<file path="src/rtl/mdio_pkg.sv">
// Shared constants and state encoding for the Clause 22 MDIO responder.
package mdio_pkg;

    localparam int PHYAD_W = 5;
    localparam int REGAD_W = 5;
    localparam int DATA_W  = 16;

    localparam logic [1:0] OP_READ  = 2'b10;
    localparam logic [1:0] OP_WRITE = 2'b01;

    typedef enum logic [2:0] {
        PRE,
        ST,
        OP,
        ADDR,
        TA,
        DATA
    } mdio_state_e;

endpackage

</file>
<file path="src/rtl/mdio_edge_sync.sv">
// Two-flop synchronizers for MDC/MDIO plus MDC rising-edge detection.
module mdio_edge_sync (
    input  logic i_clk,
    input  logic i_rst,
    input  logic i_mdc,
    input  logic i_mdio,
    output logic o_rise,
    output logic o_mdio
);

    logic r_mdc_s1;
    logic r_mdc_s2;
    logic r_mdc_prev;
    logic r_mdio_s1;
    logic r_mdio_s2;

    always_ff @(posedge i_clk or posedge i_rst) begin
        if (i_rst) begin
            r_mdc_s1   <= 1'b0;
            r_mdc_s2   <= 1'b0;
            r_mdc_prev <= 1'b0;
            r_mdio_s1  <= 1'b0;
            r_mdio_s2  <= 1'b0;
        end else begin
            r_mdc_s1   <= i_mdc;
            r_mdc_s2   <= r_mdc_s1;
            r_mdc_prev <= r_mdc_s2;
            r_mdio_s1  <= i_mdio;
            r_mdio_s2  <= r_mdio_s1;
        end
    end

    assign o_rise = r_mdc_s2 & ~r_mdc_prev;
    assign o_mdio = r_mdio_s2;

endmodule

</file>
<file path="src/rtl/mdio_responder.sv">
// PHY-side Clause 22 MDIO responder: frame decode, register strobes, read drive.
// Optional MDIO_BCAST_EN: PHYAD 0 also matches write frames (broadcast write).
module mdio_responder
    import mdio_pkg::*;
#(
    parameter logic [PHYAD_W-1:0] PHY_ADDR     = 5'd1,
    parameter int                 PREAMBLE_LEN = 32
) (
    input  logic               i_clk,
    input  logic               i_rst,
    input  logic               i_mdc,
    input  logic               i_mdio,
    output logic               o_mdio_out,
    output logic               o_mdio_oe,
    output logic [REGAD_W-1:0] o_reg_addr,
    output logic               o_reg_wr,
    output logic [DATA_W-1:0]  o_reg_wdata,
    output logic               o_reg_rd,
    input  logic [DATA_W-1:0]  i_reg_rdata,
    output logic               o_busy
);

    localparam logic [5:0] PRE_MIN = 6'(PREAMBLE_LEN);

    logic        w_rise;
    logic        w_mdio;
    logic [9:0]  w_addr_word;
    logic [1:0]  w_op;
    logic        w_match;

    mdio_state_e r_state;
    logic [5:0]  r_ones;
    logic [3:0]  r_bitcnt;
    logic        r_op_msb;
    logic        r_is_read;
    logic        r_match;
    logic        r_rd_d;
    logic [DATA_W-1:0] r_shift;

    mdio_edge_sync u_sync (
        .i_clk  (i_clk),
        .i_rst  (i_rst),
        .i_mdc  (i_mdc),
        .i_mdio (i_mdio),
        .o_rise (w_rise),
        .o_mdio (w_mdio)
    );

    assign w_addr_word = {r_shift[8:0], w_mdio};
    assign w_op        = {r_op_msb, w_mdio};

    // Reads only ever match our own address; broadcast applies to writes alone.
    always_comb begin
        w_match = (w_addr_word[9:5] == PHY_ADDR);
`ifdef MDIO_BCAST_EN
        if (!r_is_read && (w_addr_word[9:5] == '0))
            w_match = 1'b1;
`else
`endif
    end

    always_ff @(posedge i_clk or posedge i_rst) begin
        if (i_rst) begin
            r_state     <= PRE;
            r_ones      <= '0;
            r_bitcnt    <= '0;
            r_op_msb    <= 1'b0;
            r_is_read   <= 1'b0;
            r_match     <= 1'b0;
            r_rd_d      <= 1'b0;
            r_shift     <= '0;
            o_mdio_out  <= 1'b0;
            o_mdio_oe   <= 1'b0;
            o_reg_addr  <= '0;
            o_reg_wr    <= 1'b0;
            o_reg_wdata <= '0;
            o_reg_rd    <= 1'b0;
            o_busy      <= 1'b0;
        end else begin
            o_reg_wr <= 1'b0;
            o_reg_rd <= 1'b0;
            r_rd_d   <= o_reg_rd;
            // Read data arrives one cycle after the strobe, long before the next MDC edge.
            if (r_rd_d)
                r_shift <= i_reg_rdata;

            if (w_rise) begin
                case (r_state)
                    PRE: begin
                        if (w_mdio) begin
                            if (r_ones != 6'd32)
                                r_ones <= r_ones + 6'd1;
                        end else if (r_ones >= PRE_MIN) begin
                            r_state <= ST;
                            r_ones  <= '0;
                        end else begin
                            r_ones <= '0;
                        end
                    end
                    ST: begin
                        if (w_mdio) begin
                            r_state  <= OP;
                            o_busy   <= 1'b1;
                            r_bitcnt <= '0;
                        end else begin
                            r_state <= PRE;
                        end
                    end
                    OP: begin
                        if (r_bitcnt == 4'd0) begin
                            r_op_msb <= w_mdio;
                            r_bitcnt <= 4'd1;
                        end else begin
                            r_bitcnt <= '0;
                            if ((w_op == OP_READ) || (w_op == OP_WRITE)) begin
                                r_state   <= ADDR;
                                r_is_read <= (w_op == OP_READ);
                            end else begin
                                r_state <= PRE;
                                o_busy  <= 1'b0;
                            end
                        end
                    end
                    ADDR: begin
                        r_shift <= {r_shift[DATA_W-2:0], w_mdio};
                        if (r_bitcnt == 4'd9) begin
                            r_bitcnt   <= '0;
                            r_state    <= TA;
                            o_reg_addr <= w_addr_word[REGAD_W-1:0];
                            r_match    <= w_match;
                            if (r_is_read && w_match)
                                o_reg_rd <= 1'b1;
                        end else begin
                            r_bitcnt <= r_bitcnt + 4'd1;
                        end
                    end
                    TA: begin
                        if (r_bitcnt == 4'd0) begin
                            r_bitcnt <= 4'd1;
                            if (r_is_read && r_match) begin
                                o_mdio_out <= 1'b0;
                                o_mdio_oe  <= 1'b1;
                            end
                        end else begin
                            r_bitcnt <= '0;
                            r_state  <= DATA;
                            if (r_is_read && r_match) begin
                                o_mdio_out <= r_shift[DATA_W-1];
                                r_shift    <= {r_shift[DATA_W-2:0], 1'b0};
                            end
                        end
                    end
                    DATA: begin
                        if (r_is_read) begin
                            if (r_bitcnt == 4'd15) begin
                                o_mdio_oe  <= 1'b0;
                                o_mdio_out <= 1'b0;
                            end else if (r_match) begin
                                o_mdio_out <= r_shift[DATA_W-1];
                                r_shift    <= {r_shift[DATA_W-2:0], 1'b0};
                            end
                        end else begin
                            r_shift <= {r_shift[DATA_W-2:0], w_mdio};
                        end
                        if (r_bitcnt == 4'd15) begin
                            r_bitcnt <= '0;
                            r_state  <= PRE;
                            r_ones   <= '0;
                            o_busy   <= 1'b0;
                            if (!r_is_read && r_match) begin
                                o_reg_wdata <= {r_shift[DATA_W-2:0], w_mdio};
                                o_reg_wr    <= 1'b1;
                            end
                        end else begin
                            r_bitcnt <= r_bitcnt + 4'd1;
                        end
                    end
                    default: r_state <= PRE;
                endcase
            end
        end
    end

endmodule

</file>
<file path="config.mk">
export PLATFORM = sky130hd
export DESIGN_NAME = mdio_responder
export DESIGN_NICKNAME = d
export VERILOG_FILES = /design/src/rtl/mdio_pkg.sv /design/src/rtl/mdio_edge_sync.sv /design/src/rtl/mdio_responder.sv
export SDC_FILE = /design/constraint.sdc
export NUM_CORES = 1
export LEC_CHECK = 0
export ABC_AREA = 1
export CORE_ASPECT_RATIO = 1.2
export CORE_MARGIN = 10
export CORE_UTILIZATION = 45
export CTS_BUF_LIST = sky130_fd_sc_hd__clkbuf_2
export CTS_CLUSTER_DIAMETER = 100
export CTS_CLUSTER_SIZE = 10
export DETAILED_ROUTE_END_ITERATION = 7
export PLACE_DENSITY = 0.7
export SLEW_MARGIN = 25
export SYNTH_ARGS = -nofsm -noshare
export SYNTH_HDL_FRONTEND = slang
export SYNTH_SLANG_ARGS = --single-unit
</file>
<file path="constraint.sdc">
create_clock -name i_clk -period 2.38 [get_ports i_clk]
set_input_delay 0.714 -clock i_clk [delete_from_list [all_inputs] [get_ports i_clk]]
set_output_delay 0.714 -clock i_clk [all_outputs]
set_load 0.01 [all_outputs]
</file>
== Word-level counts from Yosys, hierarchy flattened ==
Index checks and enable logic that the tools add are counted.
Cells by class
  add/subtract/negate cells: 2
  multiply operators: 0
  divide/modulo/power cells: 0
  $lt $le $gt $ge: 1
  equality and inequality tests: 24
  shift-type cells: 0
  muxes and demuxes: 50
  bitwise operators: 3
  reductions and logical operators: 22
Operators with widths (number)
  $mux 16: 7
  $pmux 16 s3: 1
  $mux 1: 22
  $ne 2x2->1 const B: 10
  $mux 3: 6
  $mux 6: 3
  $pmux 3 s6: 1
  $pmux 4 s4: 1
  $mux 4: 3
  $pmux 6 s2: 1
  $reduce_and 4->1: 3
  $reduce_and 6->1: 2
  $reduce_and 3->1: 3
  $eq 4x4->1 const B: 2
  $reduce_and 7->1: 1
  $add 6x1->6 const B: 1
  $eq 3x2->1 const B: 2
  $eq 3x3->1 const B: 2
  $ge 6x6->1 const B: 1
  $ne 3x3->1 const B: 2
  $ne 6x6->1 const B: 1
  $eq 5x1->1 const B: 1
  $reduce_and 5->1: 1
  $add 4x1->4 const B: 1
  18 further kinds: 24
Storage, ports and cells
  flip-flop bits (word level): 64
  latch bits: 0
  memory bits (writable): 0
  ROM bits: 0
  bits of input ports: 20
  output and inout port bits: 26
  word-level logic and storage cells: 122
  memories: 0

== Logic depth before layout (Yosys ltp) ==
Gate-level depths: netlist (run 1).
  depth after elaboration: 6
  depth in mapped cells: 9
  mapped depth without buffers: 9

== By module ==
A second synthesis (run 1) with hierarchy kept.
Unflattened totals
  cells, all modules: 404
  area total of the unflattened synthesis: 3392.0 um2
By module, submodules not included
  mdio_responder: times used 1, cells an instance 396, area each 3253.1 um2, seq. area each 1476.4 um2
  mdio_edge_sync: times used 1, cells an instance 8, area each 138.9 um2, seq. area each 125.1 um2

== Worst setup path before layout (run 1) ==
No wires, ideal clock.
  kind: register -> register
  from: register r_bitcnt[0]
  to: register r_ones[2]
  library setup time: 0.118 ns
  arrival: 1.356 ns
  data required time: 2.262 ns
  setup slack: 0.905 ns
  stages on the path, launching flop included: 10
  buffers on the path: 1
  clock period less this slack: 1.475 ns
  cell sequence: dfrtp_1 > ha_1 > nand2_1 > nor2_2 > nor2_1 > nor2_4 > nand3_1 > buf_6 > nand2_1 > o21ai_2
On the way
  cells in the longest elaborated chain, start to end: 3
RTL lines
  from (decl): line mdio_responder.sv:33  | logic [3:0] r_bitcnt;
  from (signal assigned): line mdio_responder.sv:134  | r_bitcnt <= r_bitcnt + 4'd1;
  from (signal assigned): line mdio_responder.sv:175  | r_bitcnt <= r_bitcnt + 4'd1;
  $eq 4x4->1: line mdio_responder.sv:165  | if (r_bitcnt == 4'd15) begin
  $ne 2x2->1 (no line)
  $reduce_and 4->1 (no line)
  to (signal assigned): line mdio_responder.sv:92  | r_ones <= r_ones + 6'd1;
  to (decl): line mdio_responder.sv:32  | logic [5:0] r_ones;
No other way between the ends.
A chain may end at the register's enable or synchronous reset.

== Worst setup path after layout (run 1) ==
  from: register o_reg_rd
  to: output port o_reg_rd
RTL lines
  from (decl): line mdio_responder.sv:18  | output logic o_reg_rd,
  from (signal assigned): line mdio_responder.sv:77  | o_reg_rd <= 1'b0;
  from (signal assigned): line mdio_responder.sv:81  | o_reg_rd <= 1'b0;
  from (signal assigned): line mdio_responder.sv:132  | o_reg_rd <= 1'b1;
No word-level cell between the ends.

==> results of run 1 <==
power by group:
group          internal (mW)  switching, mW  total, mW
Sequential              1.10         0.0158       1.12
Clock                  0.242          0.416      0.657
Combinational         0.0492         0.0548      0.104
Total                   1.39          0.486       1.88
final cells by class:
class / instances / area [um2] / area share
Timing Repair Buffer: 47 / 478 / 0.124
Sequential cell: 64 / 1600 / 0.416
Inverter: 43 / 161 / 0.0419
Multi-Input combinational cell: 286 / 1380 / 0.359
Clock buffer: 9 / 45.0 / 0.0117
Clock inverter: 7 / 71.3 / 0.0185
Tap cell: 87 / 109 / 0.0283
stage by stage:
step / total power [mW] / hold slack (ns) / instances
5_1_grt: 1.97 / 0.377 / 543
3_3_place_gp: 1.24 / 0.334 / 527
4_1_cts: 1.91 / 0.373 / 543
3_5_place_dp: 1.24 / 0.335 / 527
2_1_floorplan: 1.19 / 0.331 / 405
6_report: 1.88 / 0.370 / 543
placed cells by master (no fill, tap or decap):
| cell | instances |
|---|---|
| o21ai_0 | 40 |
| nor2_1 | 18 |
| xor2_1 | 2 |
| nor2_4 | 3 |
| clkdlybuf4s50_1 | 45 |
| clkinvlp_4 | 2 |
| nand4_4 | 1 |
| nand3_1 | 42 |
| buf_4 | 1 |
| clkinv_4 | 1 |
| dfrtp_1 | 64 |
| nand2_1 | 140 |
| inv_2 | 4 |
| nand3_2 | 3 |
| nand4_2 | 1 |
| o21ai_2 | 5 |
| nor4_1 | 1 |
| clkinv_2 | 1 |
| ha_1 | 6 |
| a21oi_1 | 6 |
| clkinv_1 | 1 |
| nor3_2 | 1 |
| buf_12 | 1 |
| or2_2 | 2 |
| bufinv_16 | 1 |
| nor2_2 | 3 |
| o21ai_1 | 5 |
| inv_6 | 1 |
| nand4_1 | 7 |
| inv_1 | 39 |
| clkbuf_2 | 9 |
routing by layer:
metal | vias up | wire length [um]
met5 | - | 0
met4 | 0 | 99
met3 | 9 | 335
met2 | 50 | 3460
met1 | 1262 | 3300
li1 | 1397 | -
worst max-delay path by stage:
stage,depth (start not counted),slack (ns),end,from
2_1_floorplan,1,0.07,o_busy$_DFFE_PP0P_,i_rst
3_3_place_gp,7,0.54,r_ones[1]$_DFFE_PP0P_,r_state[1]$_DFFE_PP0P_
3_5_place_dp,7,0.46,r_ones[1]$_DFFE_PP0P_,r_state[1]$_DFFE_PP0P_
4_1_cts,1,0.14,o_reg_rd,o_reg_rd$_DFF_PP0_
5_1_grt,1,0.10,o_reg_rd,o_reg_rd$_DFF_PP0_
6_report,1,0.20,o_reg_rd,o_reg_rd$_DFF_PP0_
cell usage after synthesis, drive strengths merged:
| library cell | n | area, um2 |
|---|---|---|
| nand2 | 140 | 526 |
| dfrtp | 64 | 1600 |
| o21ai | 50 | 269 |
| nand3 | 45 | 240 |
| inv | 43 | 161 |
| nor2 | 24 | 120 |
| nand4 | 9 | 77.6 |
| buf | 8 | 76.3 |
| a21oi | 6 | 30.0 |
| ha | 6 | 75.1 |
| clkbuf | 4 | 15.0 |
| or2 | 2 | 12.5 |
| xor2 | 2 | 17.5 |
| nor3 | 1 | 10.0 |
| nor4 | 1 | 6.26 |
state kept, by name, indices dropped and copies added, names as in the netlist, 3 cells and up:
name,cells
o_reg_wdata,16
r_shift,16
r_ones,6
o_reg_addr,5
r_bitcnt,4
r_state,3
cells by family after synthesis:
family | share of synthesized area
and+or+nand+nor | 0.306
DFF | 0.495
buffers and inverters | 0.0780
AOI/OAI and AO/OA | 0.0923
adders and majority gates | 0.0232
xor gates and xnor gates | 0.00541
==> results.py, run 1 <==
metrics = {
    "placement": {
        "dp_hpwl_um": 5150,
        "portBuffers": 45,
        "placed_area_um2": 3730,
        "place_ws_ns": 0.455,
        "gp_congestion": 0.820,
    },
    "routing": {
        "via_per_inst": 5.01,
        "ant_nets": 0,
        "avgRoutedWirePerCell_um": 13.2,
        "drc_errors": 0,
        "drt_iter0_drc": 196,
        "vias": 2718,
        "wl_um": 7190,
        "drt-pass1-iter-count": 4,
    },
    "cts": {
        "numCtsBuffers": 9,
        "clock-sinks": 64,
        "tritoncts": "done",
        "root_buffer": "clkbuf_2",
        "clockBufferDepth": 2,
        "clk_pin_slew_worst_paths_ns": 0.19,
        "cts_setup_buffers": 0,
        "h-tree-depth": 3,
        "hold_buffers": 0,
        "cts_resized": 0,
        "insertion_delay_ns": 0.51,
    },
    "power_and_ir_drop": {
        "peakVddDrop_uv": 251,
        "p_leak_nw": 1.93,
        "pwr_density_cell_nw_per_um2": 488,
    },
    "global_routing": {
        "grtUsageTotal": 0.135,
        "grt_use_met3": 0.0438,
        "grt_max_degree": 65,
        "grt_remaining_overflow": 0,
        "grt-busiest-layer": "met2",
        "use_met2": 0.220,
        "grt_use_met1": 0.165,
        "grt_pass1_vias": 2654,
        "grt_pass1_wl_um": 12600,
        "antenna_found_initial": 0,
    },
    "worst_setup_path": {
        "critPathKind": "register to output port",
        "cp-start-kind": "register",
        "cp.required_ns": 1.67,
        "worst_setup_path_end_kind": "output port",
        "rr_worst_depth": 7,
        "crit_path_max_fanout": 2,
        "cp_cell_sequence": "clkdlybuf4s50_1",
        "path_buf_inv": 1,
        "worstReg2RegStart": "r_state[1]$_DFFE_PP0P_",
        "arrival_ns": 1.47,
        "cpPeakStageDelay_ns": 0.55,
        "cp_top_family": "buffers and inverters",
        "r2r_end": "r_ones[4]$_DFFE_PP0P_",
        "crit_slowest_cell": "clkdlybuf4s50_1",
        "r2r_setup_slack_ns": 0.36,
    },
    "timing": {
        "finalHoldViolCount": 0,
        "setup_tns_ns": 0,
        "drv_slew": 0,
        "setup_viol": 0,
        "fmax_mhz": 459,
        "worst_pin_slew_ns": 0.508,
        "fin_crit_sh": 0.916,
        "min_period_ns": 2.18,
        "rsz0062_at_grt": "no",
        "finalClockSkew_ns": 0.0205,
        "finalWorstSetupSlack_ns": 0.201,
        "relSlewSlack": 0.660,
    },
    "hold_path": {
        "min-delay-start": "u_sync.r_mdc_s1$_DFF_PP0_",
        "min_path_cells": 0,
        "min_to": "u_sync.r_mdc_s2$_DFF_PP0_",
        "holdCritPathClass": "register to register",
    },
    "floorplanning": {
        "io-pin-count": 46,
        "start_util": 0.467,
        "fp.dieW_um": 97.4,
        "rows": 33,
        "coreArea_um2": 6940,
        "die_h_um": 113,
        "die-area_um2": 11000,
    },
    "final_layout": {
        "antennaDiodeCount": 0,
        "layout-drive-gt1-share": 0.0877,
        "final_nets": 477,
        "fin_area_um2": 3850,
        "syn_to_final_growth_pct": 18.9,
        "post-route-util": 0.555,
        "nFillCells": 649,
    },
    "yosys": {
        "syn_inst": 405,
        "synth-seq-cells": 64,
        "synth_area_um2": 3240,
        "yosys_warnings": 0,
        "ys_seq_area_frac": 0.495,
        "syn-num-nets": 431,
        "synth.distinct_cells": 25,
        "syn_avg_cell_area_um2": 8.00,
    },
    "flow_run": {
        "max-cap-violations": 0,
    },
    "run_status": {
        "status": "finished clean",
    },
}
No activity file was read; power rests on OpenSTA's default activity.
==> inputs of run 2 (changes only) <==
Settings changed: PLACE_DENSITY 0.7 to 0.68.
Clock period 2.38 ns to 2.37 ns, I/O delays scaled along.
==> run 2 against run 1 <==
Against the previous run:
- power up 5.7%
- hold slack better by 0.0019 ns
- via count rose by 0.55%
- highest routed layer unchanged
- largest power group unchanged
==> results.py, run 2 (same netlist as run 1, synthesis figures left out) <==
metrics = {
    "run_status": {
        "status": "finished clean",
    },
    "routing": {
        "wl_met1_um": 3360,
        "wl_met3_um": 361,
        "vias": 2733,
        "met2_length_um": 3400,
        "drt_iter0_drc": 107,
        "topRoutingLayerUsed": "met4",
        "ant_nets": 0,
        "avgRoutedWirePerCell_um": 13.3,
        "wl_um": 7250,
        "via_per_inst": 5.03,
        "drc_errors": 0,
        "drt-pass1-iter-count": 4,
    },
    "timing": {
        "fmax_mhz": 453,
        "rsz0062_at_grt": "no",
        "setup_viol": 0,
        "finalClockSkew_ns": 0.0332,
        "fin_crit_sh": 0.932,
        "worst_pin_slew_ns": 0.510,
        "finalHoldViolCount": 0,
        "worst_hold_slack_ns": 0.372,
        "finalWorstSetupSlack_ns": 0.160,
        "drv_slew": 0,
        "min_period_ns": 2.21,
        "setup_tns_ns": 0,
        "relSlewSlack": 0.659,
    },
    "placement": {
        "portBuffers": 45,
        "place_ws_ns": 0.400,
        "placed_area_um2": 3730,
        "dp_hpwl_um": 5200,
        "gp_congestion": 0.821,
    },
    "hold_path": {
        "min_to": "u_sync.r_mdc_s2$_DFF_PP0_",
        "holdCritPathClass": "register to register",
        "min_path_cells": 0,
        "min-delay-start": "u_sync.r_mdc_s1$_DFF_PP0_",
    },
    "worst_setup_path": {
        "r2r_end": "r_ones[4]$_DFFE_PP0P_",
        "r2r_setup_slack_ns": 0.37,
        "cpPeakStageDelay_ns": 0.56,
        "arrival_ns": 1.50,
        "rr_worst_depth": 7,
        "cp-start-kind": "register",
        "cp.required_ns": 1.66,
        "critPathKind": "register to output port",
        "cp_top_family": "buffers and inverters",
        "crit_path_max_fanout": 2,
        "cp_cell_sequence": "clkdlybuf4s50_1",
        "crit_slowest_cell": "clkdlybuf4s50_1",
        "worstReg2RegStart": "r_state[1]$_DFFE_PP0P_",
        "path_buf_inv": 1,
        "worst_setup_path_end_kind": "output port",
    },
    "floorplanning": {
        "die-area_um2": 11000,
        "start_util": 0.467,
        "rows": 33,
        "die_h_um": 113,
        "fp.dieW_um": 97.4,
        "coreArea_um2": 6940,
        "io-pin-count": 46,
    },
    "global_routing": {
        "grtUsageTotal": 0.134,
        "antenna_found_initial": 0,
        "grt_remaining_overflow": 0,
        "grt_pass1_wl_um": 12500,
        "grt_max_degree": 65,
        "grt_pass1_vias": 2738,
    },
    "final_layout": {
        "layout-drive-gt1-share": 0.0877,
        "reg.largest.list": "o_reg_wdata x16, r_shift x16, r_ones x6",
        "antennaDiodeCount": 0,
        "final_nets": 477,
        "final_cell_mix": "nand2_1 (140), dfrtp_1 (64), clkdlybuf4s50_1 (45)",
        "mostFrequentLayoutCell": "nand2_1",
        "syn_to_final_growth_pct": 19.4,
        "fin_area_um2": 3870,
    },
    "power_and_ir_drop": {
        "p_leak_nw": 1.94,
        "peakVddDrop_uv": 224,
        "pwr_density_cell_nw_per_um2": 513,
    },
    "cts": {
        "h-tree-depth": 3,
        "numCtsBuffers": 9,
        "cts_resized": 0,
        "root_buffer": "clkbuf_2",
        "cts_setup_buffers": 0,
        "hold_buffers": 0,
        "insertion_delay_ns": 0.52,
        "clock-sinks": 64,
        "clockBufferDepth": 2,
        "clk_pin_slew_worst_paths_ns": 0.19,
        "tritoncts": "done",
    },
    "flow_run": {
        "max-cap-violations": 0,
    },
}
[run 2: per-layer routing]
layer / vias up / GRT usage
met4: 0 / 0.0592
met1: 1260 / 0.159
met3: 17 / 0.0377
met5: - / 0
li1: 1392 / -
met2: 64 / 0.223
[run 2: cell type report]
cell class | count | area [um2]
Fill cell | 675 | 3070
Multi-Input combinational cell | 286 | 1380
Clock buffer | 10 | 50.0
Clock inverter | 6 | 83.8
Sequential cell | 64 | 1600
Inverter | 43 | 161
Timing Repair Buffer | 47 | 478
Tap cell | 87 | 109
[run 2: worst max path at each step]
stage / startpoint / endpoint / slack (ns) / cells after the start
final: o_reg_rd$_DFF_PP0_ / o_reg_rd / 0.16 / 1
after global routing: r_state[1]$_DFFE_PP0P_ / r_ones[2]$_DFFE_PP0P_ / 0.10 / 6
after CTS: o_reg_rd$_DFF_PP0_ / o_reg_rd / 0.16 / 1
after detailed placement: r_state[1]$_DFFE_PP0P_ / r_ones[4]$_DFFE_PP0P_ / 0.40 / 7
after global placement: r_state[1]$_DFFE_PP0P_ / r_ones[0]$_DFFE_PP0P_ / 0.53 / 7
after floorplan: i_rst / o_busy$_DFFE_PP0P_ / 0.06 / 1
[run 2: per-stage QoR]
step | cells | util | power, mW
global placement | 527 | 0.538 | 1.25
global route | 543 | 0.558 | 2.06
CTS | 543 | 0.558 | 2.00
floorplan | 405 | - | 1.19
detailed placement | 527 | 0.538 | 1.25
finish | 543 | 0.558 | 1.99
[run 2: power by group]
group	internal [mW]	total, mW	switching (mW)
combinational	0.0495	0.104	0.0547
clock	0.348	0.760	0.412
sequential	1.10	1.12	0.0165
total	1.50	1.99	0.484
